File: config.mk
export PLATFORM = sky130hd
export DESIGN_NAME = main_behavioral
export DESIGN_NICKNAME = d
export VERILOG_FILES = /design/src/rtl/main_behavioral.sv
export SDC_FILE = /design/constraint.sdc
export NUM_CORES = 1
export LEC_CHECK = 0
export ABC_AREA = 0
export BUFFER_PORTS_ARGS = -buffer_cell sky130_fd_sc_hd__buf_2
export CAP_MARGIN = 20
export CORE_MARGIN = 2
export CORE_UTILIZATION = 61
export DETAILED_ROUTE_END_ITERATION = 8
export GPL_ROUTABILITY_DRIVEN = 0
export HOLD_SLACK_MARGIN = 0.12
export PLACE_DENSITY = 0.82
export SLEW_MARGIN = 15
export SYNTH_ARGS = -nofsm -noshare
export SYNTH_HDL_FRONTEND = slang
export SYNTH_SLANG_ARGS = --single-unit
File: constraint.sdc
create_clock -name Clock -period 9.4 [get_ports Clock]
set_input_delay 2.35 -clock Clock [delete_from_list [all_inputs] [get_ports Clock]]
set_output_delay 2.35 -clock Clock [all_outputs]
set_load 0.01 [all_outputs]
File: src/rtl/main_behavioral.sv
//------------------------------------------------------------------------------
// main_behavioral : disaster-relief request scheduler (Shelter/Food PQs + Evac FIFO)
// Optional feature macro: PRIORITY_AGING_EN (age-based priority boost)
// Revision: 1.0
//------------------------------------------------------------------------------
`default_nettype none

module main_behavioral #(
  parameter int PQ_DEPTH   = 4,
  parameter int FIFO_DEPTH = 4,
  parameter int AGE_LIMIT  = 8
) (
  input  logic       Clock,
  input  logic       Reset_Queue,
  input  logic       Insert,
  input  logic       Serve,
  input  logic [7:0] Zone,
  input  logic [1:0] Priority,
  input  logic [1:0] Resource_line,
  output logic       Food_00,
  output logic       Shelter_01,
  output logic       Evacuation_10,
  output logic       Shelter_Full,
  output logic       Food_Full,
  output logic       Evac_Empty,
  output logic       Shelter_Valid,
  output logic       Shelter_Boost,
  output logic       Food_Valid,
  output logic       Food_Boost,
  output logic [7:0] Output_Zone,
  output logic [1:0] Output_Priority
);

  localparam int IW = (PQ_DEPTH > 1) ? $clog2(PQ_DEPTH) : 1;
  localparam int PW = (FIFO_DEPTH > 1) ? $clog2(FIFO_DEPTH) : 1;
  localparam int CW = $clog2(FIFO_DEPTH + 1);

  // Queue index 0 is Food and 1 is Shelter, matching their Resource_line codes.
  logic [PQ_DEPTH-1:0] pq_valid [2];
  logic [7:0]          pq_zone  [2][PQ_DEPTH];
  logic [1:0]          pq_prio  [2][PQ_DEPTH];
  logic [1:0]          eff_prio [2][PQ_DEPTH];
  logic [PQ_DEPTH-1:0] boosted  [2];

`ifdef PRIORITY_AGING_EN
  localparam int AW = $clog2(AGE_LIMIT + 1);
  logic [AW-1:0] pq_age   [2][PQ_DEPTH];
  logic [AW-1:0] best_age [2];
`else
  logic unused_cfg;
  assign unused_cfg = (AGE_LIMIT != 0);
`endif

  logic [7:0]    fifo_zone [FIFO_DEPTH];
  logic [1:0]    fifo_prio [FIFO_DEPTH];
  logic [PW-1:0] rd_ptr;
  logic [PW-1:0] wr_ptr;
  logic [CW-1:0] fifo_count;

  logic [IW-1:0]       win_idx  [2];
  logic [1:0]          win_prio [2];
  logic [1:0]          win_valid;
  logic [1:0]          win_boost;
  logic                evac_sel;
  logic                shel_sel;
  logic                food_sel;
  logic [PQ_DEPTH-1:0] serve_mask  [2];
  logic [PQ_DEPTH-1:0] ins_mask    [2];
  logic [PQ_DEPTH-1:0] cancel_mask [2];
  logic                evac_ins;
  logic                fifo_pop;
  logic                fifo_push;

  function automatic logic [PW-1:0] ptr_inc(input logic [PW-1:0] p);
    return (p == PW'(FIFO_DEPTH - 1)) ? '0 : p + 1'b1;
  endfunction

  always_comb begin
    for (int q = 0; q < 2; q++) begin
      boosted[q] = '0;
      for (int i = 0; i < PQ_DEPTH; i++) begin
`ifdef PRIORITY_AGING_EN
        boosted[q][i] = (pq_age[q][i] == AW'(AGE_LIMIT));
`endif
        eff_prio[q][i] = boosted[q][i] ? ((pq_prio[q][i] == 2'd3) ? 2'd3 : pq_prio[q][i] + 2'd1)
                                       : pq_prio[q][i];
      end
    end
  end

  // Winner: highest effective priority, then oldest, then lowest slot.
  always_comb begin
    for (int q = 0; q < 2; q++) begin
      logic better;
      win_idx[q]   = '0;
      win_prio[q]  = '0;
      win_valid[q] = 1'b0;
      win_boost[q] = 1'b0;
`ifdef PRIORITY_AGING_EN
      best_age[q]  = '0;
`endif
      for (int i = 0; i < PQ_DEPTH; i++) begin
        better = !win_valid[q] || (eff_prio[q][i] > win_prio[q]);
`ifdef PRIORITY_AGING_EN
        better = better || ((eff_prio[q][i] == win_prio[q]) && (pq_age[q][i] > best_age[q]));
`endif
        if (pq_valid[q][i] && better) begin
          win_idx[q]   = IW'(i);
          win_prio[q]  = eff_prio[q][i];
          win_valid[q] = 1'b1;
          win_boost[q] = boosted[q][i];
`ifdef PRIORITY_AGING_EN
          best_age[q]  = pq_age[q][i];
`endif
        end
      end
    end
  end

  assign evac_sel = (fifo_count != '0);
  assign shel_sel = !evac_sel && win_valid[1] && (!win_valid[0] || (win_prio[1] >= win_prio[0]));
  assign food_sel = !evac_sel && !shel_sel && win_valid[0];

  assign Evacuation_10   = evac_sel;
  assign Shelter_01      = shel_sel;
  assign Food_00         = food_sel;
  assign Shelter_Full    = &pq_valid[1];
  assign Food_Full       = &pq_valid[0];
  assign Evac_Empty      = !evac_sel;
  assign Shelter_Valid   = win_valid[1];
  assign Food_Valid      = win_valid[0];
  assign Shelter_Boost   = win_valid[1] && win_boost[1];
  assign Food_Boost      = win_valid[0] && win_boost[0];
  assign Output_Zone     = evac_sel ? fifo_zone[rd_ptr] :
                           shel_sel ? pq_zone[1][win_idx[1]] :
                           food_sel ? pq_zone[0][win_idx[0]] : 8'd0;
  assign Output_Priority = evac_sel ? fifo_prio[rd_ptr] :
                           shel_sel ? win_prio[1] :
                           food_sel ? win_prio[0] : 2'd0;

  assign evac_ins  = Insert && (Resource_line == 2'b10);
  assign fifo_pop  = Serve && evac_sel;
  assign fifo_push = evac_ins && ((fifo_count != CW'(FIFO_DEPTH)) || fifo_pop);

  // Insert slot is picked after the served slot is released, so full+serve accepts.
  always_comb begin
    for (int q = 0; q < 2; q++) begin
      logic found;
      found = 1'b0;
      for (int i = 0; i < PQ_DEPTH; i++) begin
        serve_mask[q][i]  = Serve && ((q == 0) ? food_sel : shel_sel) && (win_idx[q] == IW'(i));
        cancel_mask[q][i] = evac_ins && (pq_zone[q][i] == Zone);
        ins_mask[q][i]    = 1'b0;
        if (!found && !(pq_valid[q][i] && !serve_mask[q][i])) begin
          found          = 1'b1;
          ins_mask[q][i] = Insert && (Resource_line == 2'(q));
        end
      end
    end
  end

  always_ff @(posedge Clock) begin
    if (!Reset_Queue) begin
      for (int q = 0; q < 2; q++) begin
        pq_valid[q] <= '0;
`ifdef PRIORITY_AGING_EN
        for (int i = 0; i < PQ_DEPTH; i++) pq_age[q][i] <= '0;
`endif
      end
      rd_ptr     <= '0;
      wr_ptr     <= '0;
      fifo_count <= '0;
    end else begin
      for (int q = 0; q < 2; q++) begin
        for (int i = 0; i < PQ_DEPTH; i++) begin
          if (ins_mask[q][i]) begin
            pq_valid[q][i] <= 1'b1;
`ifdef PRIORITY_AGING_EN
            pq_age[q][i]   <= '0;
`endif
          end else if (serve_mask[q][i] || cancel_mask[q][i]) begin
            pq_valid[q][i] <= 1'b0;
`ifdef PRIORITY_AGING_EN
            pq_age[q][i]   <= '0;
          end else if (pq_valid[q][i] && (pq_age[q][i] != AW'(AGE_LIMIT))) begin
            pq_age[q][i]   <= pq_age[q][i] + 1'b1;
`endif
          end
        end
      end
      if (fifo_pop)  rd_ptr <= ptr_inc(rd_ptr);
      if (fifo_push) wr_ptr <= ptr_inc(wr_ptr);
      fifo_count <= fifo_count + CW'(fifo_push) - CW'(fifo_pop);
    end
  end

  // Payload storage needs no reset; validity is tracked separately.
  always_ff @(posedge Clock) begin
    if (Reset_Queue) begin
      for (int q = 0; q < 2; q++) begin
        for (int i = 0; i < PQ_DEPTH; i++) begin
          if (ins_mask[q][i]) begin
            pq_zone[q][i] <= Zone;
            pq_prio[q][i] <= Priority;
          end
        end
      end
      if (fifo_push) begin
        fifo_zone[wr_ptr] <= Zone;
        fifo_prio[wr_ptr] <= Priority;
      end
    end
  end

endmodule

`default_nettype wire

After elaboration in Yosys (flattened, before gate mapping)

Memories as Yosys holds them, arrays and structs flattened. A register that Yosys moved wholly into a read port is not among the register bits.
Cells that the tools add are included.

$add $sub $neg: 4
$lt $le $gt $ge: 9
Equal/unequal tests: 19
Mux-type cells: 136
Bitwise logic cells: 18
Reduce and logical (&&, ||, !) cells: 98

Operators with widths:

| kind                  | count |
|---|---|
| $mux W1               | 102 |
| $eq A8 B8 Y1          | 8 |
| $mux W8               | 8 |
| $logic_and A1 B1 Y1   | 47 |
| $mux W2               | 21 |
| $bmux W8 S2           | 2 |
| $mux W32              | 1 |
| $reduce_or A32 Y1     | 1 |
| $logic_not A1 Y1      | 27 |
| $logic_or A1 B1 Y1    | 16 |
| $or A1 B1 Y1          | 16 |
| $eq A2 B2 Y1 const B  | 7 |
| $gt A2 B2 Y1          | 6 |
| $mux W4               | 2 |
| $reduce_and A4 Y1     | 2 |
| $reduce_or A8 Y1      | 1 |
| $eq A2 B1 Y1 const B  | 3 |
| $ge A3 B3 Y1 const B  | 2 |
| $logic_not A2 Y1      | 3 |
| $not A2 Y3            | 2 |
| $add A2 B1 Y2 const B | 2 |
| $add A3 B1 Y3         | 1 |
| $ne A3 B3 Y1 const B  | 1 |
| $reduce_bool A3 Y1    | 1 |
| other kinds (2)       | 2 |

Bits in registers: 7
RAM bits: 128
Input bits: 16
Word-level logic and storage cells: 292
Memories kept: 5

Memory list:

| memory    | words | width | read ports | clocked after Yosys merged registers in | write ports | line | source |
|---|---|---|---|---|---|---|---|
| pq_zone   | 2     | 32    | 2          | 0                                       | 1           | 40   | `logic [7:0] pq_zone [2][PQ_DEPTH];` |
| fifo_zone | 4     | 8     | 1          | 1                                       | 1           | 54   | `logic [7:0] fifo_zone [FIFO_DEPTH];` |
| pq_prio   | 2     | 8     | 2          | 0                                       | 1           | 41   | `logic [1:0] pq_prio [2][PQ_DEPTH];` |
| fifo_prio | 4     | 2     | 1          | 1                                       | 1           | 55   | `logic [1:0] fifo_prio [FIFO_DEPTH];` |
| pq_valid  | 2     | 4     | 2          | 0                                       | 2           | 39   | `logic [PQ_DEPTH-1:0] pq_valid [2];` |

Longest topological paths before layout

Gate-level depths: netlist of the first run.
An unclocked memory read counts as a cell.

Word-level depth: 38
Gate-level depth with buffers: 27

Worst setup path after synthesis of the first run

Ideal clock, no wire load.

Path type: flip-flop to output port
Start point: memory pq_valid[1][0]
End point: output Output_Zone[0]
Data arrival time: 5.720 ns
Required time: 7.050 ns
Path slack: 1.330 ns
Cell stages (with the launch flop): 25
Buffers on the path: 2
Path through: dfxtp_1 buf_6 nand2_1 ha_1 nor2b_1 o311a_1 a32oi_1 ha_1 nor2b_1 o311ai_1 mux2_2 ha_1 nor2b_1 a2bb2oi_1 o21a_1 clkbuf_1 mux2i_1 ha_1 nand2b_1 a21oi_1 nor2_1 or3_1 inv_1 nand3_1 o221ai_1

RTL lines:

| what               | line | source |
|---|---|---|
| start: declaration | 39   |  |
| end: declaration   | 30   | `output logic [7:0] Output_Zone,` |

==> summary.md, run 1 <==
| Metric | Value |
|---|---|
| Status | finished, final reports clean |
| Vias | 4796 |
| Post-synth EDFFs | 127 |
| Lkg Pwr | 2.86 nW |
| Non-Filler Instances | 729 |
| Fmax | 112 MHz |
| CP endpoint kind | output port |
| Detailed Route WL | 16800 um |
| Synth top area cells | edfxtp_1 55%, xor2_1 4.8%, ha_1 3.6%, xnor2_1 3.5%, mux4_2 3.2% |
| Io pins | 36 |
| Initial antenna violation count | 0 |
| CTS buffer count | 17 |
| Die X | 111 um |
| Final nets | 610 |
| # setup viols final | 0 |
| #FFs+latches synth | 137 |
| GRT Overall Usage | 28.6% |
| Slew @ Worst Pin | 0.895 ns |
| Max-cap violations | 0 |
| Relative slew slack | 40.1% |
| Placed Area | 0.00723 sq mm |
| Antenna cells | 0 |
| Clk_skew | 0.0111 ns |
| Clk slew on worst S/H paths | 0.06 ns |
| H-Tree Depth | 4 |
| IR drop worst, VDD | 0.213 mV |
| Pins over their slew limit | 0 |
| Global route overflow | 0 |
| Crit-path cells | nand2_1, ha_1, nor2b_1, o311a_1, a32oi_1, ha_1, nor2b_1, o311ai_2, mux2_2, ha_1, nor2b_1, a2bb2oi_1, o21a_1, mux2i_1, ha_1, nand2b_1, a21oi_1, nor2_1, or3_1, inv_1, nand3_2, o221ai_1, buf_2 |
| Power per cell area | 248 mW/mm^2 |
| Area Overhead vs Synth | 13.8% |
| Dominant cell type by area after synthesis | edfxtp_1 |
| Synth warn | 0 |
| FFs w/ async S/R, synth | 0% |
| Vias in the first global route | 4823 |
| Yosys top cell area share | 54.5% |
| DR pass1 iterations | 7 |
| Core Footprint | 0.0113 sq mm |
| Slowest CP cell | dfxtp_2 |
| Starting Density | 61.8% |
| Fin area | 0.00796 sq mm |
| Final Critical Period | 8.89 ns |
| Worst slack, placed | 0.515 ns |
| Post-DR wirelength/cell | 23.0 um |
| Req. time, crit path | 7.05 ns |
| Unique masters post-synth | 66 |
| Hold Crit Class | flop to flop |
| First-pass GRT wire length | 26600 um |
| Hpwl dp | 11000 um |
| Main flop type after synthesis | edfxtp_1 |
| Cells after Synth | 537 |
| DIE AREA | 0.0123 sq mm |
| Hold_buf cts | 0 |
| CTS root buf | clkbuf_16 |
| Final count of hold timing violations | 0 |
| Crit path launch type | flop |
| Most frequent CP cell | ha_1 |
| Die H | 111 um |
| Skew-Pair Late Insertion Delay | 0.42 ns |
| Setup_tns | 0 ns |
| Post-route clock period utilization | 94.6% |
| Sequential element share of the synthesized area | 57.4% |
| WS Path Type | flop to output port |
| Worst setup margin | 0.510 ns |
| Clock Sinks | 137 |
| Largest net degree at the start of global routing | 30 |
| Max Buffers Root-to-Sink | 2 |
| DP Cell Count | 689 |
| Cell row count | 39 |
| Post-Syn Area | 0.00699 sq mm |
| CP Data Arrival Time | 6.54 ns |
| Synth Area per Inst | 13.0 sq um |
| RSZ-0062 raised after global routing | no |
| Slowest stage delay, CP | 0.47 ns |
| TritonCTS clock tree | yes |
| CP Max Fanout | 11 |
| Routed vias/inst | 6.58 |
| DRC | 0 |
| Initial DRC count | 540 |
| IO Port Bufs | 33 |
| Post-route antenna net violation count | 0 |
| Layout cell share with drive strength beyond 1 | 18.1% |
-- cell usage in the layout (no fill, tap or decap), drive strengths merged, types with 5 or more instances in the layout --
master | netlist | final
dfxtp | 10 | 10
xnor2 | 28 | 28
and2 | 10 | 10
ha | 20 | 20
xor2 | 38 | 38
mux4 | 10 | 10
o21ai | 5 | 5
a21oi | 20 | 20
bufinv | 0 | 5
mux2i | 12 | 12
clkinv | 0 | 9
nand3 | 12 | 12
nor2 | 35 | 35
nand2 | 26 | 26
a22oi | 17 | 17
nor4 | 12 | 12
edfxtp | 127 | 127
buf | 9 | 44
or3 | 6 | 6
o221ai | 8 | 8
a221oi | 9 | 9
and3 | 5 | 5
nand4 | 5 | 5
inv | 19 | 20
nor2b | 11 | 11
clkbuf | 21 | 19
-- critical path, delay by kind of cell (launching register included) --
kind	cells	cell delay (ns)
AO/OA/AOI/OAI	7	2.20
AND/OR/NAND/NOR	8	1.37
adder cells (fa/ha/maj)	4	1.06
multiplexers	2	0.69
flip-flops	1	0.47
buffers and inverters	2	0.30
-- where the power goes --
| group | switching (W) | total (W) | internal (W) |
|---|---|---|---|
| registers | 0.0000347 | 0.000724 | 0.000690 |
| clock network | 0.000253 | 0.000724 | 0.000471 |
| logic | 0.000312 | 0.000523 | 0.000211 |
-- worst paths after layout --
path	from	endpoint	cells after the start	slack (ns)
worst max-delay path	pq_valid[1][0]	Output_Zone[1]	23	0.51
worst min-delay path	rd_ptr[1]	flop	2	0.52
worst max register to register	pq_valid[1][0]	pq_zone[1][7]	22	2.67
worst min register to register	rd_ptr[1]	flop	2	0.52
-- Yosys cell counts (8+ instances only) --
cell type and instances:
edfxtp_1 127, xor2_1 38, nor2_1 34, xnor2_1 28
nand2_1 26, clkbuf_1 21, a21oi_1 20, ha_1 20
inv_1 18, a22oi_1 17, mux2i_1 12, nand3_1 12
nor2b_1 11, and2_1 10, dfxtp_1 10, mux4_2 10
nor4_1 10, a221oi_1 8, o221ai_1 8
-- metrics by stage --
stage | power, W | utilization [%] | hold slack [ns]
4_1_cts | 0.00196 | 69.7 | 0.522
6_report | 0.00197 | 70.3 | 0.517
3_5_place_dp | 0.00123 | 63.9 | 0.511
5_1_grt | 0.00205 | 70.3 | 0.545
3_3_place_gp | 0.00121 | 63.9 | 0.481
2_1_floorplan | 0.00107 | - | 0.467
-- logic make-up after synthesis --
group / count (synthesis) / share of synthesized area [%]
AOI/OAI and AO/OA: 100 / 11.2
xor gates and xnor gates: 66 / 8.27
adders and majority gates: 21 / 3.87
buffers and inverters: 49 / 3.06
DFF: 137 / 57.4
muxes: 25 / 5.42
other: 1 / 0.0536
and+or+nand+nor: 138 / 10.8
-- registers in the layout, indices dropped and copies added (netlist names), named ones only --
register,count
fifo_zone,32
pq_valid,8
pq_prio,16
pq_zone,64
wr_ptr,2
fifo_count,3
fifo_prio,8
rd_ptr,2
-- metal layers --
layer  share of wire [%]  track usage, %  vias up  wire (um)
li1                    -               -     2126          -
met1                  39            37.2     2328       6520
met2                  47            45.2      287       7960
met3                  11            9.29       55       1780
met4                 3.2            11.3        0        546
met5                   0               0        -          0
-- layout make-up --
cell class / count / area [sq um]
flip-flops and latches: 137 / 4020
fillers: 753 / 3360
multi-input cells: 352 / 2780
clock buffers: 17 / 425
repair buffers: 46 / 263
clock inverters: 15 / 224
well taps: 143 / 179
inverters: 19 / 71.3
-- what timing repair did --
item,in CTS,in global routing
gates resized for setup,1,3
setup buffers,0,5
hold endpoints to repair,0,0
pin swaps,0,1
endpoints found under the setup margin,1,8
No activity file was read; power rests on OpenSTA's default activity.
==> inputs of run 2 (changes only) <==
Settings changed: CORE_ASPECT_RATIO set to 0.5, MAX_ROUTING_LAYER set to met4.
==> summary.md, run 2 (synthesis gave the netlist of run 1 again) <==
| Metric | Value |
|---|---|
| Status | finished, final reports clean |
| First-pass GRT wire length | 24800 um (-6.8%) |
| Vias | 4734 (-1.3%) |
| Die X | 155 um (+40%) |
| CTS root buf | clkbuf_16 |
| Layout cell share with drive strength beyond 1 | 17.6% (-0.53 points) |
| Area of the multi-input gates | 0.00278 sq mm (-0.14%) |
| Lkg Pwr | 2.81 nW (-1.7%) |
| Sequential cell area | 0.00401 sq mm (about the same) |
| IR drop worst, VDD | 0.130 mV (-39%) |
| GRT Overall Usage | 28.6% (-0.047 points) |
| Area Overhead vs Synth | 12.5% |
| Relative slew slack | 27.1% (-13 points) |
| Clock Sinks | 137 (unchanged) |
| DR pass1 iterations | 5 (-2) |
| Initial antenna violation count | 0 (unchanged) |
| RSZ-0062 raised after global routing | no |
| Final count of hold timing violations | 0 (unchanged) |
| TritonCTS clock tree | yes |
| Max FFs per register | 64 (unchanged) |
| Initial DRC count | 525 (-2.8%) |
| Commonest cells after routing, fill and taps aside | 127 x edfxtp_1, 38 x xor2_1, 34 x nor2_1, 33 x buf_2, 28 x xnor2_1 |
| Clk_skew | 0.00763 ns (-0.00349 ns) |
| Final Critical Period | 9.06 ns (+0.167 ns) |
| Fmax | 110 MHz (-1.8%) |
| Crit path launch type | flop |
| Power per cell area | 243 mW/mm^2 (-2.1%) |
| Hpwl dp | 10700 um (-2.4%) |
| CP endpoint kind | output port |
| Io pins | 36 (unchanged) |
| Clk slew on worst S/H paths | 0.06 ns (about the same) |
| Post-DR wirelength/cell | 22.5 um (-2.2%) |
| Leading cell type in the layout, fill and taps excluded | edfxtp_1 |
| Die H | 79.7 um (-28%) |
| Largest net degree at the start of global routing | 30 (unchanged) |
| WS Path Type | flop to output port |
| Global route overflow | 0 (unchanged) |
| Max-cap violations | 0 (unchanged) |
| CP Max Fanout | 11 (unchanged) |
| Pins over their slew limit | 0 (unchanged) |
| Routed vias/inst | 6.52 (-0.88%) |
| CTS buffer count | 17 (unchanged) |
| # setup viols final | 0 (unchanged) |
| Worst Hold Slack | 0.541 ns (+0.0234 ns) |
| Fillers | 703 (-6.6%) |
| DIE AREA | 0.0124 sq mm (+0.42%) |
| Hold Crit Class | flop to flop |
| Req. time, crit path | 7.05 ns (about the same) |
| Top flop regs | pq_zone (64), fifo_zone (32), pq_prio (16) |
| DRC | 0 (unchanged) |
| Cell row count | 27 (-31%) |
| Final nets | 605 (-0.82%) |
| Post-route antenna net violation count | 0 (unchanged) |
| Vias in the first global route | 4477 (-7.2%) |
| Setup_tns | 0 ns (unchanged) |
| Skew-Pair Late Insertion Delay | 0.43 ns (about the same) |
| Max Buffers Root-to-Sink | 2 (unchanged) |
| Antenna cells | 0 (unchanged) |
| Detailed Route WL | 16400 um (-2.6%) |
| Core Footprint | 0.0111 sq mm (-2.1%) |
| Starting Density | 63.1% (+1.3 points) |
| H-Tree Depth | 4 (unchanged) |
| Power, Total | 0.00191 W (-3.2%) |
| Top reg by flops | pq_zone |
| IO Port Bufs | 33 (unchanged) |
| CP Data Arrival Time | 6.71 ns (+0.17 ns) |
| Slew @ Worst Pin | 1.09 ns (+0.199 ns) |
| Post-route clock period utilization | 96.4% (+1.8 points) |
==> run 2: cell types whose count changed in the layout (fill, tap and decap cells not counted), sizes merged <==
cell,change
inv,+10
clkinv,-8
bufinv,-4
buf,-3
clkbuf,-2
clkinvlp,+2
==> run 2: what timing repair did <==
item | CTS | global route
setup buffers | 0 | 3
gates resized for setup | 0 | 3
hold buffers | 0 | 0
setup endpoints to repair | 0 | 11
endpoints found under the hold margin | 0 | 0
==> run 2: path summary, 6_finish.rpt <==
path	endpoint	slack [ns]	depth (start not counted)	from
setup / recovery	Output_Zone[2]	0.34	23	pq_valid[1][0]
hold / removal	flop	0.54	2	rd_ptr[1]
hold reg to reg	flop	0.54	2	rd_ptr[1]
setup reg to reg	pq_zone[1][2]	2.54	22	pq_valid[1][0]
==> run 2: power by group <==
group / internal [W] / switching [W]
Combinational: 0.000201 / 0.000304
Clock: 0.000382 / 0.000299
Sequential: 0.000689 / 0.0000340
==> run 2: layout make-up <==
type	count	area share, %
Clock inverter	15	2.23
Timing Repair Buffer	41	2.86
Sequential cell	137	51.0
Clock buffer	17	5.41
Multi-Input combinational cell	352	35.3
Tap cell	145	2.31
Inverter	19	0.906
==> run 2: per-stage QoR <==
| stage | utilization (%) | setup slack, ns | area, sq um | std cells |
|---|---|---|---|---|
| detailed placement | 65.2 | 0.645 | 7230 | 690 |
| CTS | 70.7 | 0.0964 | 7830 | 722 |
| finish | 71.0 | 0.342 | 7870 | 726 |
| global route | 71.0 | 0.0419 | 7870 | 726 |
| floorplan | - | 1.33 | 7000 | 538 |
| global placement | 65.2 | 0.899 | 7220 | 689 |
==> run 2: worst max-delay path: stages, from the launching register on <==
cell and delay (ns):
dfxtp_1 0.61, nand2_1 0.11, ha_1 0.32, nor2b_1 0.16, o311a_1 0.40, a32oi_1 0.25
ha_1 0.28, nor2b_1 0.15, o311ai_2 0.46, mux2_2 0.42, ha_1 0.19, nor2b_1 0.11
a2bb2oi_1 0.24, o21a_1 0.25, mux2i_1 0.29, ha_1 0.26, nand2b_1 0.17, a21oi_1 0.23
nor2_1 0.06, or3_1 0.33, inv_1 0.11, nand3_1 0.33, o221ai_1 0.37, buf_2 0.19
==> run 2: layer usage <==
layer  track usage [%]  wire length (um)  vias up
met3              5.43              1600       37
met1              39.9              7010     2297
li1                  -                 -     2117
met4              12.4               459        0
met5                 -                 0        -
met2              41.5              7290      283
==> inputs of run 3 (changes only) <==
Settings changed: CORE_UTILIZATION 61 to 40, PLACE_DENSITY 0.82 to 0.59.
==> summary.md, run 3 (synthesis gave the netlist of run 1 again) <==
| Metric | Value |
|---|---|
| Post-route clock period utilization | 94.6% (-1.8 points) |
| Combinational group share of total power | 25.6% (-0.9 points) |
| Most frequent CP cell | ha_1 |
| Crit path launch type | flop |
| Max-cap violations | 0 (unchanged) |
| Max Buffers Root-to-Sink | 2 (unchanged) |
| Top flop regs | pq_zone (64), fifo_zone (32), pq_prio (16) |
| Pins over their slew limit | 0 (unchanged) |
| Setup bufs post-CTS | 0 (unchanged) |
| Leading cell type in the layout, fill and taps excluded | edfxtp_1 |
| Io pins | 36 (unchanged) |
| R2r setup slk | 2.59 ns (+0.05 ns) |
| Vias in the first global route | 4529 (+1.2%) |
| Starting Density | 40.6% (-23 points) |
| # setup viols final | 0 (unchanged) |
| Status | finished, final reports clean |
| Skew-Pair Late Insertion Delay | 0.42 ns (about the same) |
| Fmax | 112 MHz (+1.9%) |
| Routed vias/inst | 5.55 (-15%) |
| Switching share of power | 32.3% (-1.1 points) |
| WHS Path Cells | 2 (unchanged) |
| Hpwl dp | 11500 um (+7.5%) |
| CP Max Fanout | 13 (+2) |
| Sequential power share | 36.9% (-1.0 points) |
| Max FFs per register | 64 (unchanged) |
| Core Footprint | 0.0172 sq mm (+55%) |
| Commonest cells after routing, fill and taps aside | 127 x edfxtp_1, 38 x xor2_1, 34 x nor2_1, 34 x buf_2, 28 x xnor2_1 |
| Antenna cells | 0 (unchanged) |
| Clk slew on worst S/H paths | 0.07 ns (about the same) |
| Slew @ Worst Pin | 1.08 ns (-0.00952 ns) |
| Pint | 0.00132 W (+4.1%) |
| Worst setup margin | 0.510 ns (+0.168 ns) |
| Final nets | 604 (-0.17%) |
| Power per cell area | 244 mW/mm^2 (+0.55%) |
| DIE AREA | 0.0186 sq mm (+50%) |
| CP Depth | 25 (+8.7%) |
| GRT Overall Usage | 19.4% (-9.2 points) |
| Die X | 191 um (+23%) |
| Setup_tns | 0 ns (unchanged) |
| Req. time, crit path | 7.05 ns (about the same) |
| H-Tree Depth | 4 (unchanged) |
| Lkg Pwr | 2.83 nW (+0.82%) |
| Switch Pwr | 0.000631 W (-0.81%) |
| Slowest stage delay, CP | 0.46 ns (-0.15 ns) |
| Hold Crit Class | flop to flop |
| R2R depth | 25 (+14%) |
| WP buf/inv | 2 (unchanged) |
| DR pass1 iterations | 5 (unchanged) |
| TritonCTS clock tree | yes |
| Die H | 97.5 um (+22%) |
| Top reg by flops | pq_zone |
| Reg2reg end | pq_zone[1][2] |
| Worst slack, placed | 0.561 ns (-0.0847 ns) |
| Clk_skew | 0.00906 ns (+0.00143 ns) |
| First-pass GRT wire length | 25800 um (+3.8%) |
| Largest delay share family, worst path | compound AO/OA/AOI/OAI gates |
| Largest net degree at the start of global routing | 30 (unchanged) |
| CP Data Arrival Time | 6.54 ns (-0.17 ns) |
| Reg2reg start | pq_valid[0][0] |
| Final count of hold timing violations | 0 (unchanged) |
| CP endpoint kind | output port |
| Area Overhead vs Synth | 14.7% |
| Clock Sinks | 137 (unchanged) |
| Startpoint of the worst hold path | rd_ptr[1] |
| Vias | 4516 (-4.6%) |
| Relative slew slack | 27.6% (+0.50 points) |
| Initial antenna violation count | 2 (+2) |
| Cell row count | 34 (+26%) |
| RSZ-0062 raised after global routing | no |
| IO Port Bufs | 33 (unchanged) |
| Worst hold endpoint | rd_ptr[1] |
| Global route overflow | 0 (unchanged) |
| Layout cell share with drive strength beyond 1 | 17.8% (+0.20 points) |
| WS Path Type | flop to output port |
| DRC | 0 (unchanged) |
| Initial DRC count | 441 (-16%) |
| CTS root buf | clkbuf_16 |
| Final Critical Period | 8.89 ns (-0.168 ns) |
| Clock share of power | 37.5% (+1.8 points) |
| CTS buffer count | 17 (unchanged) |
| Post-route antenna net violation count | 0 (unchanged) |
| Post-DR wirelength/cell | 20.5 um (-8.9%) |
| IR drop worst, VDD | 0.148 mV (+13%) |
| Slowest CP cell | or3_1 |
| Detailed Route WL | 16700 um (+2.1%) |
| Hold_buf cts | 0 (unchanged) |
## run 3: worst reg2reg max path, cell delays in order, from the launching register on
cell,delay (ns)
edfxtp_1,0.39
and2_1,0.17
ha_1,0.18
nor2b_1,0.12
a2bb2oi_1,0.22
o21a_2,0.38
a32oi_1,0.15
ha_1,0.32
nor2b_1,0.13
a2bb2oi_1,0.14
o21ai_1,0.30
nor2_1,0.08
a21o_1,0.18
ha_1,0.29
nor2b_1,0.13
o211ai_1,0.40
nand2_1,0.17
mux2_2,0.34
ha_1,0.28
nand2b_1,0.18
a211oi_1,0.44
or3_4,0.23
o41ai_4,0.07
nor2_1,0.11
nand3_1,0.16
nor2_1,0.85
## run 3: power groups by stage
stage                     logic [W]  clock network, W  registers [W]
final                      0.000500          0.000733       0.000722
after global routing       0.000550          0.000771       0.000727
after CTS                  0.000500          0.000744       0.000722
after detailed placement   0.000496                 0       0.000736
after global placement     0.000489                 0       0.000734
after floorplan            0.000350                 0       0.000716
## run 3: how the worst max path moves through the flow
stage                        start                  to
finish              pq_valid[0][0]  Output_Priority[1]
global placement    pq_valid[0][0]      Output_Zone[1]
CTS                 pq_valid[0][0]      Output_Zone[1]
global route        pq_valid[0][0]  Output_Priority[1]
detailed placement  pq_valid[0][0]      Output_Zone[1]
floorplan           pq_valid[1][0]      Output_Zone[0]
## run 3: cell type report
class                      instances  area (sq um)
clock inverter                    15           218
multi-input combinational        352          2780
tap                              234           293
clock buffer                      17           425
timing repair buffer              40           215
inverter                          19          71.3
fill                            1526          9210
sequential                       137          4020
## run 3: routing by layer
layer  global-route usage (%)  vias up  part of all wire (%)
met5                        -        -                     0
met4                     6.32        0                   1.4
met3                     3.54       21                   3.9
met2                     27.3      115                    44
met1                     28.2     2269                    50
li1                         -     2111                     -
## run 3: repair_timing
action                                 in CTS  in global routing
endpoints found under the hold margin       0                  0
gates resized for setup                     0                  4
setup endpoints to repair                   0                 10
## run 3: metrics by stage
step | instances | hold WS [ns] | util [%] | total power, W | instance area [sq um]
4_1_cts | 813 | 0.525 | 46.5 | 0.00197 | 8000
6_report | 814 | 0.518 | 46.5 | 0.00195 | 8020
3_3_place_gp | 780 | 0.493 | 42.7 | 0.00122 | 7350
3_5_place_dp | 781 | 0.516 | 42.7 | 0.00123 | 7360
2_1_floorplan | 538 | 0.467 | - | 0.00107 | 7000
5_1_grt | 814 | 0.555 | 46.5 | 0.00205 | 8020
